### src/rtl/rand_range_if.sv
// Request/result bundle between game logic (plus the LCG byte stream) and rand_range.
interface rand_range_if;
    logic       req;
    logic [7:0] limit;
    logic [7:0] rnd;
    logic       busy;
    logic       valid;
    logic [7:0] value;
    logic [7:0] tries;

    modport master (
        output req, limit, rnd,
        input  busy, valid, value, tries
    );

    modport slave (
        input  req, limit, rnd,
        output busy, valid, value, tries
    );
endinterface

### src/rtl/rand_range.sv
// Uniform value in [0, limit-1] from an 8-bit random stream: rejection sampling
// against Th = 256 - (256 mod L), then a bit-serial restoring modulo by L.
module rand_range (
    input  logic         clk,
    input  logic         rst_n,
    rand_range_if.slave  bus
);

    typedef enum logic [2:0] {IDLE, SETUP, SAMPLE, REDUCE, DONE} state_t;

    state_t     state_q, state_d;
    logic [7:0] l_q, l_d;
    logic [8:0] th_q, th_d;
    logic [7:0] x_q, x_d;
    logic [7:0] rem_q, rem_d;
    logic [3:0] cnt_q, cnt_d;
    logic [7:0] try_q, try_d;
    logic [7:0] value_q, value_d;
    logic [7:0] tries_q, tries_d;

    logic       in_bit;
    logic [8:0] rem_sh;
    logic [7:0] rem_nx;
    logic [7:0] try_inc;
    logic       accept;

    // One restoring-division step shared by SETUP (dividend 256) and REDUCE (dividend X).
    always_comb begin
        in_bit  = (state_q == SETUP) ? (cnt_q == 4'd8) : x_q[7];
        rem_sh  = {rem_q, in_bit};
        rem_nx  = (rem_sh >= {1'b0, l_q}) ? 8'(rem_sh - {1'b0, l_q}) : rem_sh[7:0];
        try_inc = (try_q == 8'hFF) ? try_q : try_q + 8'd1;
        accept  = ({1'b0, bus.rnd} < th_q);
    end

    always_comb begin
        state_d = state_q;
        l_d     = l_q;
        th_d    = th_q;
        x_d     = x_q;
        rem_d   = rem_q;
        cnt_d   = cnt_q;
        try_d   = try_q;
        value_d = value_q;
        tries_d = tries_q;

        case (state_q)
            IDLE: begin
                if (bus.req) begin
                    l_d   = bus.limit;
                    try_d = '0;
                    rem_d = '0;
                    if (bus.limit == 8'd0) begin
                        th_d    = 9'd256;
                        state_d = SAMPLE;
                    end else begin
                        cnt_d   = 4'd8;
                        state_d = SETUP;
                    end
                end
            end
            SETUP: begin
                rem_d = rem_nx;
                cnt_d = cnt_q - 4'd1;
                if (cnt_q == 4'd0) begin
                    th_d    = 9'd256 - {1'b0, rem_nx};
                    rem_d   = '0;
                    state_d = SAMPLE;
                end
            end
            SAMPLE: begin
                x_d   = bus.rnd;
                try_d = try_inc;
                if (accept) begin
                    if (l_q == 8'd0) begin
                        value_d = bus.rnd;
                        tries_d = try_inc;
                        state_d = DONE;
                    end else begin
                        cnt_d   = 4'd7;
                        rem_d   = '0;
                        state_d = REDUCE;
                    end
                end
            end
            REDUCE: begin
                rem_d = rem_nx;
                x_d   = {x_q[6:0], 1'b0};
                cnt_d = cnt_q - 4'd1;
                if (cnt_q == 4'd0) begin
                    value_d = rem_nx;
                    tries_d = try_q;
                    state_d = DONE;
                end
            end
            DONE:    state_d = IDLE;
            default: state_d = IDLE;
        endcase
    end

    always_ff @(posedge clk or negedge rst_n) begin
        if (!rst_n) begin
            state_q <= IDLE;
            l_q     <= '0;
            th_q    <= '0;
            x_q     <= '0;
            rem_q   <= '0;
            cnt_q   <= '0;
            try_q   <= '0;
            value_q <= '0;
            tries_q <= '0;
        end else begin
            state_q <= state_d;
            l_q     <= l_d;
            th_q    <= th_d;
            x_q     <= x_d;
            rem_q   <= rem_d;
            cnt_q   <= cnt_d;
            try_q   <= try_d;
            value_q <= value_d;
            tries_q <= tries_d;
        end
    end

    assign bus.busy  = (state_q != IDLE);
    assign bus.valid = (state_q == DONE);
    assign bus.value = value_q;
    assign bus.tries = tries_q;

endmodule

### src/flat_wrapper.sv
// flat-port wrapper written by rule: the top's interface ports become plain ports
module rand_range_flat 
  (clk, rst_n, bus_req, bus_limit, bus_rnd, bus_busy, bus_valid, bus_value, bus_tries);
  rand_range_if bus_i ();
  input  logic clk;
  input  logic rst_n;
  input wire logic [$bits(bus_i.req)-1:0] bus_req;
  input wire logic [$bits(bus_i.limit)-1:0] bus_limit;
  input wire logic [$bits(bus_i.rnd)-1:0] bus_rnd;
  output wire logic [$bits(bus_i.busy)-1:0] bus_busy;
  output wire logic [$bits(bus_i.valid)-1:0] bus_valid;
  output wire logic [$bits(bus_i.value)-1:0] bus_value;
  output wire logic [$bits(bus_i.tries)-1:0] bus_tries;
  assign bus_i.req = bus_req;
  assign bus_i.limit = bus_limit;
  assign bus_i.rnd = bus_rnd;
  assign bus_busy = bus_i.busy;
  assign bus_valid = bus_i.valid;
  assign bus_value = bus_i.value;
  assign bus_tries = bus_i.tries;
  rand_range u_core (.clk(clk), .rst_n(rst_n), .bus(bus_i));
endmodule
### config.mk
export PLATFORM = sky130hd
export DESIGN_NAME = rand_range_flat
export DESIGN_NICKNAME = d
export VERILOG_FILES = /design/src/rtl/rand_range_if.sv /design/src/rtl/rand_range.sv /design/src/flat_wrapper.sv
export SDC_FILE = /design/constraint.sdc
export NUM_CORES = 1
export LEC_CHECK = 0
export CORE_MARGIN = 1
export CORE_UTILIZATION = 47
export CTS_CLUSTER_DIAMETER = 40
export DETAILED_ROUTE_END_ITERATION = 8
export GPL_ROUTABILITY_DRIVEN = 0
export PLACE_DENSITY = 0.72
export SYNTH_ARGS = -nofsm -noshare
export SYNTH_HDL_FRONTEND = slang
export SYNTH_SLANG_ARGS = --single-unit
### constraint.sdc
create_clock -name clk -period 2.8 [get_ports clk]
set_input_delay 0.56 -clock clk [delete_from_list [all_inputs] [get_ports clk]]
set_output_delay 0.56 -clock clk [all_outputs]
set_load 0.03 [all_outputs]
=== After elaboration in Yosys (flattened, before gate mapping) ===
Index checks and enable logic that the tools add are counted.

* Reductions and logical operators: 18
* $add $sub $neg: 4
* Mux-type cells: 34
* Order comparisons: 2
* Eq/ne operators: 14

{| class="wikitable"
|+ Operator list
! operator !! count
|-
| $mux W8 || 12
|-
| $pmux W8 S2 || 4
|-
| $pmux W8 S4 || 1
|-
| $mux W9 || 3
|-
| $pmux W9 S2 || 1
|-
| $logic_not A8 Y1 || 2
|-
| $mux W4 || 4
|-
| $reduce_and A4 Y1 || 4
|-
| $mux W3 || 5
|-
| $pmux W3 S4 || 1
|-
| $pmux W4 S3 || 1
|-
| $ge A9 B8 Y1 || 1
|-
| $lt A8 B9 Y1 || 1
|-
| $sub A9 B8 Y9 const A || 1
|-
| $add A8 B1 Y8 const B || 1
|-
| $eq A8 B8 Y1 const B || 1
|-
| $ne A2 B1 Y1 const B || 4
|-
| $ne A2 B2 Y1 const B || 4
|-
| $sub A8 B8 Y8 || 1
|-
| $eq A3 B2 Y1 const B || 2
|-
| $reduce_bool A2 Y1 || 3
|-
| $reduce_bool A3 Y1 || 2
|-
| $reduce_and A5 Y1 || 1
|-
| $eq A4 B4 Y1 const B || 1
|-
| other kinds (10) || 11
|}

* Logic and storage cells: 81
* Bits of input ports: 19
* Bits in registers: 64
* Output and inout bits: 18

=== Depth between registers and ports, before layout ===
Gate-level depths: netlist of run 1.

* Depth in word-level cells: 7
* Mapped depth: 14
* Mapped depth without buffers: 14

=== Worst setup path after synthesis of run 1 ===
Ideal clock, no wire load.

* Path type: flip-flop to flip-flop
* From: register u_core.cnt_q[0]
* To: register u_core.th_q[7]
* Arrival: 2.539 ns
* Setup slack: 0.157 ns
* Cell stages (with the launch flop): 15
* Setup time: 0.104 ns
* Path through: dfrtp_1 > inv_1 > ha_1 > and3b_1 > o22a_2 > inv_1 > fa_1 > nor2b_1 > o31ai_1 > nand2b_1 > a21oi_1 > xnor2_1 > or3b_1 > a211o_1 > o311ai_1

* Cells in the longest elaborated chain, start to end: 7
* Elaborated cells between the ends (all ways): 11
* Classes of those cells: add/sub (2); order compare (1); eq/ne (2); mux (4); reduce/logical (2)

{| class="wikitable"
|+ Ends and longest elaborated chain
! element !! RTL line !! RTL
|-
| start: declaration || rand_range.sv:16 || <nowiki>logic [3:0] cnt_q, cnt_d;</nowiki>
|-
| start signal: assignment || rand_range.sv:118 || <nowiki>cnt_q <= cnt_d;</nowiki>
|-
| $eq A4 B4 Y1 || rand_range.sv:29 || <nowiki>in_bit = (state_q == SETUP) ? (cnt_q == 4'd8) : x_q[7];</nowiki>
|-
| $mux W1 || rand_range.sv:29 ||
|-
| $sub A8 B8 Y8 or $ge A9 B8 Y1 (tied branches) || rand_range.sv:31 || <nowiki>rem_nx = (rem_sh >= {1'b0, l_q}) ? 8'(rem_sh - {1'b0, l_q}) : rem_sh[7:0];</nowiki>
|-
| $mux W8 || rand_range.sv:31 ||
|-
| $sub A9 B8 Y9 || rand_range.sv:66 || <nowiki>th_d = 9'd256 - {1'b0, rem_nx};</nowiki>
|-
| $mux W9 || rand_range.sv:65 || <nowiki>if (cnt_q == 4'd0) begin</nowiki>
|-
| $pmux W9 S2 || rand_range.sv:47 || <nowiki>case (state_q)</nowiki>
|-
| end signal: assignment || rand_range.sv:115 || <nowiki>th_q <= th_d;</nowiki>
|-
| end: declaration || rand_range.sv:13 || <nowiki>logic [8:0] th_q, th_d;</nowiki>
|}

Several ways; a longest one is shown, not always the timed one. The select of a mux whose other input is x is not followed.
A chain may end at the register's enable or synchronous reset.

=== Worst setup path in the final report of run 1 ===
Ends and elaborated chain as after synthesis.

==> results of run 1 <==
[state kept, by name, summed over array words and instances (netlist names)]
signal / count
u_core.th_q: 9
u_core.bus.tries: 8
u_core.bus.value: 8
u_core.l_q: 8
u_core.rem_q: 8
u_core.try_q: 8
u_core.x_q: 8
u_core.cnt_q: 4
u_core.state_q: 3
[logic make-up (layout without fill, tap and decap cells)]
family          after synthesis  in the layout
fa+ha+maj                    18             18
simple gates                136            136
buf+inv                      49            126
xor+xnor                     17             17
flops                        64             64
compound gates              116            116
mux                          25             25
[worst paths after layout]
path	depth (start not counted)	endpoint	start	slack, ps
setup / recovery	14	u_core.th_q[7]	u_core.cnt_q[0]	-20
hold / removal	1	u_core.x_q[5]	rst_n	290
setup reg to reg	14	u_core.th_q[7]	u_core.cnt_q[0]	-20
hold reg to reg	2	u_core.th_q[3]	u_core.th_q[3]	490
max in group asynchronous	2	u_core.rem_q[1]	rst_n	1830
min in group clk	2	u_core.th_q[3]	u_core.th_q[3]	490
[layout by cell type (no fill, tap or decap), drive strengths merged, types with 4 or more instances in the layout]
cell type,count
clkbuf,11
o21ai,44
mux2i,15
mux2,10
nand3,8
and3,4
nor3,7
buf,43
clkdlybuf4s50,35
ha,17
nand2,47
nand2b,10
xnor2,8
inv,32
o22ai,10
nor2,39
dfrtp,64
a21o,7
o31ai,4
xor2,9
a21oi,26
[cell type report]
| class | instances | area [µm²] |
|---|---|---|
| multi-input combinational | 312 | 2146 |
| clock inverter | 5 | 56.30 |
| tap | 102 | 127.6 |
| fill | 693 | 2968 |
| sequential | 64 | 1602 |
| clock buffer | 11 | 141.4 |
| inverter | 32 | 120.1 |
| timing repair buffer | 78 | 686.9 |
[through the flow]
stage | TNS, ps | cells | power [mW] | utilization, %
final | -24.83 | 604 | 6.429 | 62.18
after global routing | -402.3 | 604 | 6.916 | 62.18
after CTS | -55.58 | 602 | 6.312 | 61.58
after detailed placement | -3016 | 580 | 5.316 | 57.99
after global placement | -2168 | 580 | 5.205 | 57.99
after floorplan | 0 | 425 | 4.142 | -
[worst max-delay path: cells and delay by family (launching register included)]
family	cells	cell delay [ps]
and+or+nand+nor	4	740
AOI/OAI and AO/OA	5	980
xor gates and xnor gates	1	100
buffers and inverters	2	130
DFF	1	380
adders and majority gates	2	390
[report_power, final]
part           internal, mW  leakage, nW  switching [mW]
logic                  1.83         1.33            2.22
registers              1.31        0.801           0.249
clock network         0.434       0.0993           0.384
total                  3.57         2.23            2.86
[layer usage]
layer / vias up / wire length (µm) / share of wire [%] / track usage, %
met5: - / 0 / 0 / 0
met4: 0 / 140 / 1.5 / 7.564
met3: 12 / 508 / 5.3 / 4.926
met2: 108 / 4501 / 47 / 37.38
met1: 1639 / 4374 / 46 / 32.74
li1: 1639 / - / - / -
[timing repair]
item                                    in CTS  in global routing
endpoints found under the setup margin       5                 19
pin swaps                                    8                  6
resized for setup                           12                  8
setup buffers                                6                  2
==> results.py, run 1 <==
metrics = {
    "outcome": {
        "status": "complete, but fails checks",
        "violations": "setup timing",
    },
    "layout": {
        "finalNetCount": 534,
        "final_cell_area_um2": 4880,
        "syn_to_final_growth_pct": 25.52,
        "diodes": 0,
        "layout-drive-gt1-share_pct": 19.12,
    },
    "clock_tree": {
        "cts_tree": "done",
        "clock_path_buffers": 2,
        "clock_latency_ps": 350,
        "path_clk_slew_ps": 80,
        "htreeDepth": 3,
        "cts_sinks": 64,
        "numCtsBuffers": 9,
        "clock-root-buffer": "clkbuf_8",
        "hold_buffers": 0,
    },
    "worst_setup_path": {
        "crit_path_end_kind": "flop",
        "crit_slowest_cell": "dfrtp_1",
        "slowest_delay_ps": 380,
        "worstPathCellList": "inv_2 -> ha_4 -> and3b_2 -> o22a_2 -> inv_2 -> fa_2 -> nor2b_2 -> o31ai_2 -> nand2b_1 -> a21oi_2 -> xnor2_2 -> or3b_1 -> a211o_1 -> o311ai_1",
        "cp_max_fo": 3,
        "start_kind": "flop",
        "critical_path_class": "flop to flop",
        "crit_top_cell": "inv_2",
        "cp.arrival_ps": 3070,
        "crit_required_ps": 3050,
    },
    "synth": {
        "async_flop_share_pct": 100.0,
        "ys_seq_area_share_pct": 41.20,
        "muxShareOfSynthArea_pct": 7.499,
        "synth_top_family_by_area": "compound AO/OA/AOI/OAI gates",
        "synth.net_count": 462,
        "synth_adder_area_share_pct": 5.986,
        "yosysUniqueCellTypes": 62,
        "ys.flop_type": "dfrtp_1",
        "ys_ff_latch": 64,
        "synth_top_area_cell": "dfrtp_1",
        "synth.area.top_cells": "dfrtp_1, ha_1, o21ai_0, nand2_1, nor2_1",
        "synth_area_per_cell_um2": 9.147,
        "yosys_warnings": 0,
        "synth_compound_area_share_pct": 18.28,
        "synth_edf_count": 0,
        "syn_area_um2": 3887,
        "synth_top_area_share_pct": 41.20,
        "yosys-top-cells-count": "dfrtp_1, nand2_1, o21ai_0, nor2_1, inv_1",
        "syn_inst": 425,
        "synthSimpleGateAreaFrac_pct": 17.86,
        "synth.most_common_cell": "dfrtp_1",
        "synth_xor_area_share_pct": 3.830,
    },
    "route": {
        "routed_wl_mm": 9.525,
        "initialDrtViolationCount": 226,
        "wire_per_inst_um": 15.77,
        "drc": 0,
        "ant_nets": 0,
        "routed_via_density": 5.626,
        "via_count": 3398,
        "firstDrtPassIters": 5,
    },
    "min_path": {
        "min_path_type": "primary input to async pin",
    },
    "die": {
        "die-area_um2": 8639,
        "chipWidth_um": 92.95,
        "io_pins": 37,
        "coreArea_um2": 7848,
        "die_h_um": 92.95,
        "start_util_pct": 49.54,
        "rows": 32,
    },
    "sta": {
        "period_share_pct": 100.9,
        "hold_slack_ps": 294.4,
        "finalSetupViolCount": 1,
        "relSlewSlack_pct": 45.35,
        "maxSlewViolCount": 0,
        "finalCriticalPeriod_ps": 2825,
        "grt_setup_unrepaired": "true",
        "fmax_ghz": 0.3540,
        "hold_viol": 0,
        "fin_ws_ps": -24.83,
        "tightest_slew_ps": 819.7,
        "fin_worst_skew_ps": 13.32,
    },
    "global_routing": {
        "grtUsageTotal_pct": 23.77,
        "grt_pass1_vias": 3282,
        "grt_max_degree": 35,
        "grt_pass1_wl_mm": 15.90,
        "antenna_found_initial": 0,
        "grt.overflow.total": 0,
    },
    "placed_design": {
        "port_buffers": 36,
        "placed_cell_area_um2": 4551,
        "dp_slack_ps": -197.5,
        "place.detailed.hpwl_mm": 6.977,
    },
    "pwr": {
        "p_leak_nw": 2.233,
        "ir_worst_vdd_mv": 0.5318,
        "powerDensity_nw_per_um2": 1318,
    },
    "flow_run": {
        "cap_violations": 0,
    },
}
(Power assumes the default switching activity.)
==> run 2: changes to the inputs <==
CAP_MARGIN = 20   (was not set)
==> results of run 2 <==
No change in the layout: final DEF, timing and power equal those of run 1.
